==> src/rtl/serial_fsub.sv <==
// Bit-serial subtractor: one full-subtractor cell plus a borrow flop,
// iterated LSB first behind val/rdy request and response handshakes.
module serial_fsub #(
  parameter int nbits = 8
) (
  input  logic             clk,
  input  logic             reset,
  input  logic             in_val,
  output logic             in_rdy,
  input  logic [nbits-1:0] in_a,
  input  logic [nbits-1:0] in_b,
  output logic             out_val,
  input  logic             out_rdy,
  output logic [nbits-1:0] out_diff,
  output logic             out_bout
);

  localparam int CW = $clog2(nbits) + 1;
  localparam logic [CW-1:0] LAST = CW'(nbits - 1);

  typedef enum logic [1:0] {
    IDLE,
    CALC,
    DONE
  } state_t;

  state_t           state;
  logic             rdy_r;
  logic             val_r;
  logic [nbits-1:0] a_r;
  logic [nbits-1:0] b_r;
  logic [nbits-1:0] diff_r;
  logic             bor_r;
  logic [CW-1:0]    cnt_r;

  logic             x;
  logic             y;
  logic             z;
  logic             d;
  logic             bnext;
  logic [nbits:0]   diff_cat;

  // Full-subtractor cell on the current LSBs and the carried borrow.
  always_comb begin
    x        = a_r[0];
    y        = b_r[0];
    z        = bor_r;
    d        = x ^ y ^ z;
    bnext    = (~x & y) | (~x & z) | (y & z);
    diff_cat = {d, diff_r};
  end

  // Handshake flags are state decodes, masked while reset is held.
  assign in_rdy   = rdy_r & ~reset;
  assign out_val  = val_r & ~reset;
  assign out_diff = diff_r;
  assign out_bout = bor_r;

  // Control FSM and serial datapath, advanced once per clock.
  always_ff @(posedge clk) begin
    if (reset) begin
      state  <= IDLE;
      rdy_r  <= 1'b1;
      val_r  <= 1'b0;
      a_r    <= '0;
      b_r    <= '0;
      diff_r <= '0;
      bor_r  <= 1'b0;
      cnt_r  <= '0;
    end else begin
      unique case (state)
        IDLE: begin
          if (in_val) begin
            a_r   <= in_a;
            b_r   <= in_b;
            bor_r <= 1'b0;
            cnt_r <= '0;
            rdy_r <= 1'b0;
            state <= CALC;
          end
        end
        CALC: begin
          a_r    <= a_r >> 1;
          b_r    <= b_r >> 1;
          diff_r <= diff_cat[nbits:1];
          bor_r  <= bnext;
          cnt_r  <= cnt_r + 1'b1;
          if (cnt_r == LAST) begin
            val_r <= 1'b1;
            state <= DONE;
          end
        end
        DONE: begin
          if (out_rdy) begin
            val_r <= 1'b0;
            rdy_r <= 1'b1;
            state <= IDLE;
          end
        end
        default: begin
          val_r <= 1'b0;
          rdy_r <= 1'b1;
          state <= IDLE;
        end
      endcase
    end
  end

endmodule
==> config.mk <==
export PLATFORM = sky130hd
export DESIGN_NAME = serial_fsub
export DESIGN_NICKNAME = d
export VERILOG_FILES = /design/src/rtl/serial_fsub.sv
export SDC_FILE = /design/constraint.sdc
export NUM_CORES = 1
export LEC_CHECK = 0
export ABC_CLOCK_PERIOD_IN_PS = 2000
export BUFFER_PORTS_ARGS = -buffer_cell sky130_fd_sc_hd__buf_2
export CORE_ASPECT_RATIO = 0.75
export CORE_MARGIN = 5
export CORE_UTILIZATION = 48
export CTS_BUF_LIST = sky130_fd_sc_hd__clkbuf_8
export CTS_CLUSTER_DIAMETER = 80
export DETAILED_ROUTE_END_ITERATION = 6
export PLACE_DENSITY = 0.83
export SLEW_MARGIN = 5
export SYNTH_ARGS = -nofsm -noshare
export SYNTH_HDL_FRONTEND = slang
export SYNTH_SLANG_ARGS = --single-unit
==> constraint.sdc <==
create_clock -name clk -period 2 [get_ports clk]
set_clock_uncertainty 0.05 [all_clocks]
set_input_delay 0.4 -clock clk [delete_from_list [all_inputs] [get_ports clk]]
set_output_delay 0.4 -clock clk [all_outputs]
set_load 0.03 [all_outputs]
Word-level counts from Yosys, hierarchy flattened:

Index checks and enable logic that the tools add are counted.

* logic and storage cells: 51
* input bits: 20
* register bits: 33
* output and inout port bits: 11

* eq/ne operators: 6
* reduce and logical (&&, ||, !) cells: 6
* bitwise operators: 13
* $add $sub $neg: 1
* multiplexer cells: 17

Operators by type and width (number)
* 8-bit one-hot mux with 2 select lines: 2
* 8-bit two-way mux: 2
* 3-bit AND reduction: 3
* 4-bit one-hot mux with 2 select lines: 1
* 2-bit two-way mux: 3
* 2-bit != test (second input constant): 3
* 1-bit one-hot mux with 3 select lines: 2
* 2-bit one-hot mux with 3 select lines: 1
* 1-bit AND: 5
* 4-bit by 1-bit adder with 4-bit output (second input constant): 1
* 4-bit by 3-bit equality test with 1-bit output (second input constant): 1
* 1-bit two-way mux: 4
* 4-bit two-way mux: 1
* 1-bit inverter: 4
* 2-bit by 1-bit equality test with 1-bit output (second input constant): 1
* 2-bit equality test (second input constant): 1
* 2-bit logical NOT: 1
* 1-bit bitwise OR: 2
* 1-bit one-hot mux with 2 select lines: 1
* 2-bit AND reduction: 1
* 2-bit nonzero test: 1
* 1-bit XOR: 2

Longest topological paths before layout:

Gate-level depths: netlist of run 1.

* word-level depth: 5
* depth in mapped cells: 5
* mapped depth without buffers: 4

Worst setup path before layout of run 1:

Ideal clock, no wire load.

* path type: input to output
* start point: input reset
* end point: output in_rdy
* path buffers: 1
* arrival time: 1.003 ns
* slack: 0.547 ns
* required time: 1.550 ns
* stages: 2
* cells stage by stage: clkbuf_1 -> nor2b_1

* longest elaborated chain between the ends: 2

Ends and longest elaborated chain
* start, declared: line 7 `input logic reset,`
* 1-bit inverter: line 54 `assign in_rdy = rdy_r & ~reset;`
* 1-bit AND: line 54
* end, declared: line 9 `output logic in_rdy,`

Every way passes these cells.

Worst setup path after layout of run 1:

* start point: register state[1]
* end point: register rdy_r

* longest elaborated chain between the ends: 3
* elaborated cells between the ends (all ways): 8
* classes of those cells: eq/ne: 4; mux: 1; bitwise: 1; reduce/logical: 2

Ends and longest elaborated chain
* start, declared: line 27 `state_t state;`
* start signal, assigned: line 62 `state <= IDLE;`
* start signal, assigned: line 79 `state <= CALC;`
* start signal, assigned: line 90 `state <= DONE;`
* 2-bit equality test (tied with other cells): line 71 `unique case (state)`
* 2-bit != test (no line) / 1-bit inverter (equally long branches)
* 3-bit AND reduction (no line)
* end signal, assigned: line 63 `rdy_r <= 1'b1;`
* end signal, assigned: line 78 `rdy_r <= 1'b0;`
* end signal, assigned: line 96 `rdy_r <= 1'b1;`
* end, declared: line 28 `logic rdy_r;`

Parallel ways exist; a longest one is shown, timed or not.
A chain may end at the register's enable or synchronous reset.

==> impl_table.tex, run 1 <==
\begin{tabular}{lr}
\hline
Metric & Value \\
\hline
\multicolumn{2}{l}{\textbf{Finish}} \\
\quad Final-stage net count & 212 \\
\quad Most used cells in the layout excluding fill and tap cells & 33 x dfxtp\_1, 30 x buf\_2, 27 x nor2\_1 \\
\quad Fraction of final layout cells sized beyond drive strength 1 & 0.242 \\
\quad Final std cells w/o fill & 228 \\
\quad Fill cell count & 280 \\
\quad ANT cells & 0 \\
\quad Most common library cell in the layout ignoring fill and taps & dfxtp\_1 \\
\quad Synthesis-to-layout area growth & 17.0\% \\
\multicolumn{2}{l}{\textbf{Flow run}} \\
\quad Number of maximum-capacitance violations & 0 \\
\multicolumn{2}{l}{\textbf{Synth}} \\
\quad Nets in the synthesized netlist & 184 \\
\quad Synth warnings & 0 \\
\quad Yosys top cell by area & dfxtp\_1 \\
\quad Number of synthesized register bits & 33 \\
\quad Top cells by area in the synthesized netlist & dfxtp\_1 47\%, a211oi\_1 7.4\%, nor2\_1 7.2\%, nand2\_1 5.6\%, o2bb2ai\_1 5.0\% \\
\quad Mapped Area & 1410 um2 \\
\quad Proportion of register bits with asynchronous set or reset after synthesis & 0 \\
\quad Share of the synthesized area in the top cell type & 0.468 \\
\quad Register area share after synthesis & 0.468 \\
\quad Number of standard cells after synthesis & 162 \\
\quad Number of distinct standard cells referenced by the synthesized netlist & 33 \\
\quad Count of flip-flops with a built-in enable after synthesis & 0 \\
\quad Mean cell area of the mapped netlist & 8.72 um2 \\
\quad Dominant synthesized flop cell & dfxtp\_1 \\
\multicolumn{2}{l}{\textbf{STA}} \\
\quad Least-Margin Pin Slew & 0.461 ns \\
\quad Number of endpoints with negative hold slack in the final report & 0 \\
\quad Minimum clock period & 1.46 ns \\
\quad Worst slew margin & 0.691 \\
\quad Slew Viols, Final & 0 \\
\quad Setup TNS & 0 ns \\
\quad Setup violators final & 0 \\
\quad Achievable clock frequency & 0.686 GHz \\
\quad Unrepaired setup endpoints after global routing & no \\
\quad Portion of the clock cycle consumed by the worst path in the final layout & 0.728 \\
\multicolumn{2}{l}{\textbf{Clock tree}} \\
\quad H-tree levels & 2 \\
\quad Maximum buffer depth of the clock tree & 2 \\
\quad Clock root cell & clkbuf\_8 \\
\quad Cells resized by post-CTS repair & 0 \\
\quad Number of sinks driven by the clock tree & 33 \\
\quad Post-CTS Setup Inserts & 0 \\
\quad CTS buffer count & 5 \\
\quad TritonCTS clock tree & built \\
\quad Clock insertion delay at the later pin of the skew report & 0.28 ns \\
\quad CTS clk-pin slew, worst paths & 0.06 ns \\
\quad Cts-stage hold buffer count & 0 \\
\multicolumn{2}{l}{\textbf{Power and ir drop}} \\
\quad Switching pwr & 339 uW \\
\quad VDD IR-drop max & 0.423 mV \\
\quad Relative contribution of sequential cells to total power & 0.521 \\
\quad Combinational power share & 0.126 \\
\quad PD cells & 832 nW/um2 \\
\quad Total design power & 1.38 mW \\
\quad Clock power frac & 0.353 \\
\quad Net switching share of the total power & 0.247 \\
\quad Cell internal pwr & 1.04 mW \\
\quad Leakage component of the power & 0.680 nW \\
\multicolumn{2}{l}{\textbf{Drt}} \\
\quad DR WL met3 & 151 um \\
\quad Iteration-0 DRC Markers & 89 \\
\quad Met1 WL & 1390 um \\
\quad Number of vias after detailed routing & 1258 \\
\quad DRT Wirelength & 3050 um \\
\quad Uppermost routed layer & met4 \\
\quad Met2 routed WL & 1450 um \\
\quad First-pass iteration count of the detailed router & 4 \\
\quad Vias per std cell & 5.52 \\
\quad Average detailed-routed wire length per instance & 13.4 um \\
\quad Count of nets left with antenna violations after detail routing & 0 \\
\quad Number of design rule violations left after detail routing & 0 \\
\multicolumn{2}{l}{\textbf{Floorplanning}} \\
\quad Floorplan die width & 72.6 um \\
\quad Initial core utilization & 0.488 \\
\quad Row Count & 17 \\
\quad Die area & 4140 um2 \\
\quad I/O pins & 31 \\
\quad Die Y-Extent & 57.0 um \\
\quad Placeable core region & 2890 um2 \\
\multicolumn{2}{l}{\textbf{Placed design}} \\
\quad Port Buffer Count & 30 \\
\quad Final GP Congestion & 0.811 \\
\quad DP Wirelength & 2080 um \\
\quad DP Cell Count & 221 \\
\multicolumn{2}{l}{\textbf{Global routing}} \\
\quad First-pass GRT wire length & 5020 um \\
\quad Antenna violations before repair & 0 \\
\quad Maximum number of pins on one net before global-route repair & 25 \\
\quad GRT overflow & 0 \\
\quad Number of global-route vias before repair & 1129 \\
\quad Overall routing resource usage & 0.155 \\
\multicolumn{2}{l}{\textbf{Setup path}} \\
\quad Type of the worst setup path & flop to flop \\
\quad Sort of element at the start of the critical path & flop \\
\quad Slowest stage delay, CP & 0.43 ns \\
\quad Crit Path Max Fanout & 17 \\
\quad Required arrival time at the worst endpoint & 2.16 ns \\
\quad Slowest stage cell on the critical path & dfxtp\_1 \\
\quad Arrival time of data at the critical path endpoint & 1.61 ns \\
\quad Crit path cell chain & clkinv\_1 > o21ba\_2 > o21bai\_1 \\
\quad CP endpoint kind & flop \\
\multicolumn{2}{l}{\textbf{Worst hold path}} \\
\quad Type of the tightest min-delay check & primary input to flop \\
\multicolumn{2}{l}{\textbf{Status}} \\
\quad Result of the run & complete, no violations \\
\hline
\end{tabular}
-- worst paths after layout --
| path | start | endpoint | slack [ns] | cells past startpoint |
|---|---|---|---|---|
| worst min-delay path | in_a[7] | a_r[7] | 0.31 | 3 |
| worst max-delay path | state[1] | rdy_r | 0.54 | 3 |
| worst min register to register | out_diff[0] | out_diff[0] | 0.41 | 2 |
| worst max register to register | state[1] | rdy_r | 0.54 | 3 |
-- cell type report --
cell class	count	area (um2)	area share
clock inverter	1	3.75	0.00227
timing repair buffer	33	173	0.104
tap	38	47.5	0.0288
inverter	4	15.0	0.00908
sequential	33	661	0.400
clock buffer	6	82.6	0.0500
multi-input combinational	113	671	0.406
-- critical path: cells and delay by family, from the launching register on --
kind,cells,cell delay (ns)
AOI/OAI and AO/OA,2,0.47
DFF,1,0.43
buffers and inverters,1,0.43
-- power groups by stage --
stage	registers, mW	clock network, mW	logic, mW
3_3_place_gp	0.729	0	0.170
3_5_place_dp	0.731	0	0.173
6_report	0.716	0.485	0.174
5_1_grt	0.720	0.518	0.195
2_1_floorplan	0.731	0	0.126
4_1_cts	0.716	0.497	0.174
-- state kept, by name, summed over array words and instances, names as in the netlist --
signal    count
state         2
out_bout      1
rdy_r         1
b_r           8
cnt_r         4
out_diff      8
a_r           8
val_r         1
-- metrics by stage --
stage	utilization	hold slack, ns	cell area (um2)	setup WS, ns
final	0.571	0.305	1650	0.543
after global routing	0.571	0.314	1650	0.387
after CTS	0.571	0.302	1650	0.538
after detailed placement	0.542	0.402	1570	0.556
after global placement	0.542	0.407	1570	0.595
after floorplan	-	0.399	1410	0.547
-- per-layer routing --
metal,GRT usage,up-vias
li1,-,627
met1,0.193,601
met2,0.243,25
met3,0.0370,5
met4,0.0947,0
met5,0,-
-- cell usage after synthesis (all sizes together), types with 2 or more instances --
cell,n
o2bb2ai,8
inv,3
nor2,27
a22oi,3
clkbuf,4
nand3,2
a21oi,11
o22ai,6
buf,8
dfxtp,33
o21bai,2
a211oi,14
o21ba,2
nor2b,3
nand2b,2
nand2,21
a2bb2oi,2
-- cells by family (layout without fill, tap and decap cells) --
family / count (synthesis) / count (layout) / synth area share
compound gates: 51 / 51 / 0.260
fa+ha+maj: 2 / 2 / 0.0230
buf+inv: 16 / 44 / 0.0576
flops: 33 / 33 / 0.468
simple gates: 60 / 60 / 0.192
Power figures use the tool's default switching activity.
==> run 2: changes to the inputs <==
ABC_CLOCK_PERIOD_IN_PS = 1260   (was 2000)
PLACE_DENSITY = 0.86   (was 0.83)
clock period = 1.26 ns   (was 2 ns; I/O delays follow)
==> run 2 against run 1 <==
  * Clock-buffer cell count did not move
  * Critical path depth up 1
  * Combinational power is 91% higher
  * Fmax up 19%
  * Critical path type unchanged
==> impl_table.tex, run 2 (synthesized netlist as in run 1, its figures left out) <==
\begin{tabular}{lr}
\hline
Metric & Value \\
\hline
\multicolumn{2}{l}{\textbf{STA}} \\
\quad Least-Margin Pin Slew & 0.259 ns \\
\quad Achievable clock frequency & 0.814 GHz \\
\quad Worst hold slack & 0.158 ns \\
\quad Portion of the clock cycle consumed by the worst path in the final layout & 0.974 \\
\quad Setup TNS & 0 ns \\
\quad Number of endpoints with negative hold slack in the final report & 0 \\
\quad Worst slew margin & 0.826 \\
\quad Setup violators final & 0 \\
\quad Slew Viols, Final & 0 \\
\quad Minimum clock period & 1.23 ns \\
\multicolumn{2}{l}{\textbf{Finish}} \\
\quad Fill cell count & 264 \\
\quad Fraction of final layout cells sized beyond drive strength 1 & 0.353 \\
\quad Synthesis-to-layout area growth & 28.1\% \\
\quad Final-stage net count & 225 \\
\quad Final std cells w/o fill & 242 \\
\quad ANT cells & 0 \\
\quad Most common library cell in the layout ignoring fill and taps & dfxtp\_1 \\
\quad Final Cell Area & 1810 um2 \\
\quad Post-layout utilization of the core & 0.625 \\
\quad Most used cells in the layout excluding fill and tap cells & 29 x dfxtp\_1, 28 x buf\_2, 27 x nor2\_1 \\
\multicolumn{2}{l}{\textbf{Flow run}} \\
\quad Number of maximum-capacitance violations & 0 \\
\multicolumn{2}{l}{\textbf{Global routing}} \\
\quad Maximum number of pins on one net before global-route repair & 24 \\
\quad Number of global-route vias before repair & 1283 \\
\quad First-pass GRT wire length & 5570 um \\
\quad GRT overflow & 0 \\
\quad Overall routing resource usage & 0.170 \\
\quad Antenna violations before repair & 0 \\
\multicolumn{2}{l}{\textbf{Clock tree}} \\
\quad Post-CTS Setup Inserts & 0 \\
\quad Clock insertion delay at the later pin of the skew report & 0.28 ns \\
\quad Cells resized by post-CTS repair & 3 \\
\quad Maximum buffer depth of the clock tree & 2 \\
\quad H-tree levels & 2 \\
\quad CTS buffer count & 5 \\
\quad Cts-stage hold buffer count & 0 \\
\quad Number of sinks driven by the clock tree & 33 \\
\quad Clock root cell & clkbuf\_8 \\
\quad CTS clk-pin slew, worst paths & 0.06 ns \\
\quad TritonCTS clock tree & built \\
\multicolumn{2}{l}{\textbf{Floorplanning}} \\
\quad Initial core utilization & 0.488 \\
\quad Die Y-Extent & 57.0 um \\
\quad Floorplan die width & 72.6 um \\
\quad Row Count & 17 \\
\quad I/O pins & 31 \\
\quad Placeable core region & 2890 um2 \\
\quad Die area & 4140 um2 \\
\multicolumn{2}{l}{\textbf{Setup path}} \\
\quad Type of the worst setup path & flop to flop \\
\quad Crit Path Max Fanout & 6 \\
\quad Sort of element at the start of the critical path & flop \\
\quad CP endpoint kind & flop \\
\quad Register-to-register setup slack & 0.03 ns \\
\quad Required arrival time at the worst endpoint & 1.39 ns \\
\quad Arrival time of data at the critical path endpoint & 1.35 ns \\
\multicolumn{2}{l}{\textbf{Placed design}} \\
\quad DP Wirelength & 2410 um \\
\quad Port Buffer Count & 30 \\
\quad DP Cell Count & 234 \\
\quad Post-place instance area & 1670 um2 \\
\quad Final GP Congestion & 0.797 \\
\multicolumn{2}{l}{\textbf{Drt}} \\
\quad Average detailed-routed wire length per instance & 14.1 um \\
\quad First-pass iteration count of the detailed router & 4 \\
\quad Vias per std cell & 5.36 \\
\quad DRT Wirelength & 3410 um \\
\quad Number of vias after detailed routing & 1298 \\
\quad Number of design rule violations left after detail routing & 0 \\
\quad Iteration-0 DRC Markers & 137 \\
\quad Count of nets left with antenna violations after detail routing & 0 \\
\multicolumn{2}{l}{\textbf{Worst hold path}} \\
\quad Type of the tightest min-delay check & primary input to flop \\
\multicolumn{2}{l}{\textbf{Power and ir drop}} \\
\quad VDD IR-drop max & 0.732 mV \\
\quad Leakage component of the power & 0.763 nW \\
\quad PD cells & 1250 nW/um2 \\
\multicolumn{2}{l}{\textbf{Status}} \\
\quad Result of the run & complete, no violations \\
\hline
\end{tabular}
## run 2: cell types whose count changed in the layout (fill, tap and decap cells not counted), moves of 2 or more
cell,before,now
dfxtp_2,0,3
buf_2,30,28
nor2b_1,3,1
a211oi_1,14,11
a211oi_2,0,3
dfxtp_1,33,29
buf_4,3,17
## run 2: where the power goes
part           internal [mW]  switching, mW  leakage [nW]
clock network          0.428          0.351        0.0538
logic                  0.154          0.180         0.436
registers               1.10         0.0377         0.273
total                   1.69          0.568         0.763
## run 2: worst paths after layout
| kind | endpoint | cells after the start | from |
|---|---|---|---|
| max | b_r[4] | 4 | state[1] |
| min reg2reg | cnt_r[0] | 1 | cnt_r[0] |
| max reg2reg | b_r[4] | 4 | state[1] |
| min | a_r[7] | 3 | in_a[7] |
## run 2: routing by layer
layer | global-route usage | up-vias | part of all wire | wire length [um]
met1 | 0.210 | 607 | 0.45 | 1530
met2 | 0.283 | 32 | 0.50 | 1700
met3 | 0.0475 | 9 | 0.039 | 133
met4 | 0.0632 | 0 | 0.016 | 53
li1 | - | 650 | - | -
met5 | 0 | - | 0 | 0
## run 2: stage by stage
stage / worst slack (ns) / power, mW
after CTS: 0.00614 / 2.24
after detailed placement: 0.0365 / 1.47
after global placement: 0.0952 / 1.45
after floorplan: 0.0274 / 1.36
after global routing: -0.0794 / 2.36
final: 0.0322 / 2.25
## run 2: layout make-up
type	count	area, um2	share of cell area
clock buffers	6	82.6	0.0456
clock inverters	2	7.51	0.00415
inverters	4	16.3	0.00899
multi-input cells	113	708	0.391
flip-flops and latches	33	668	0.369
well taps	38	47.5	0.0263
repair buffers	46	279	0.154
## run 2: critical path, cell delays in order, from the launching register on
cell and delay, ns:
dfxtp_2 0.35, o21ba_2 0.26, buf_4 0.15, nor2_1 0.06, a211oi_1 0.26
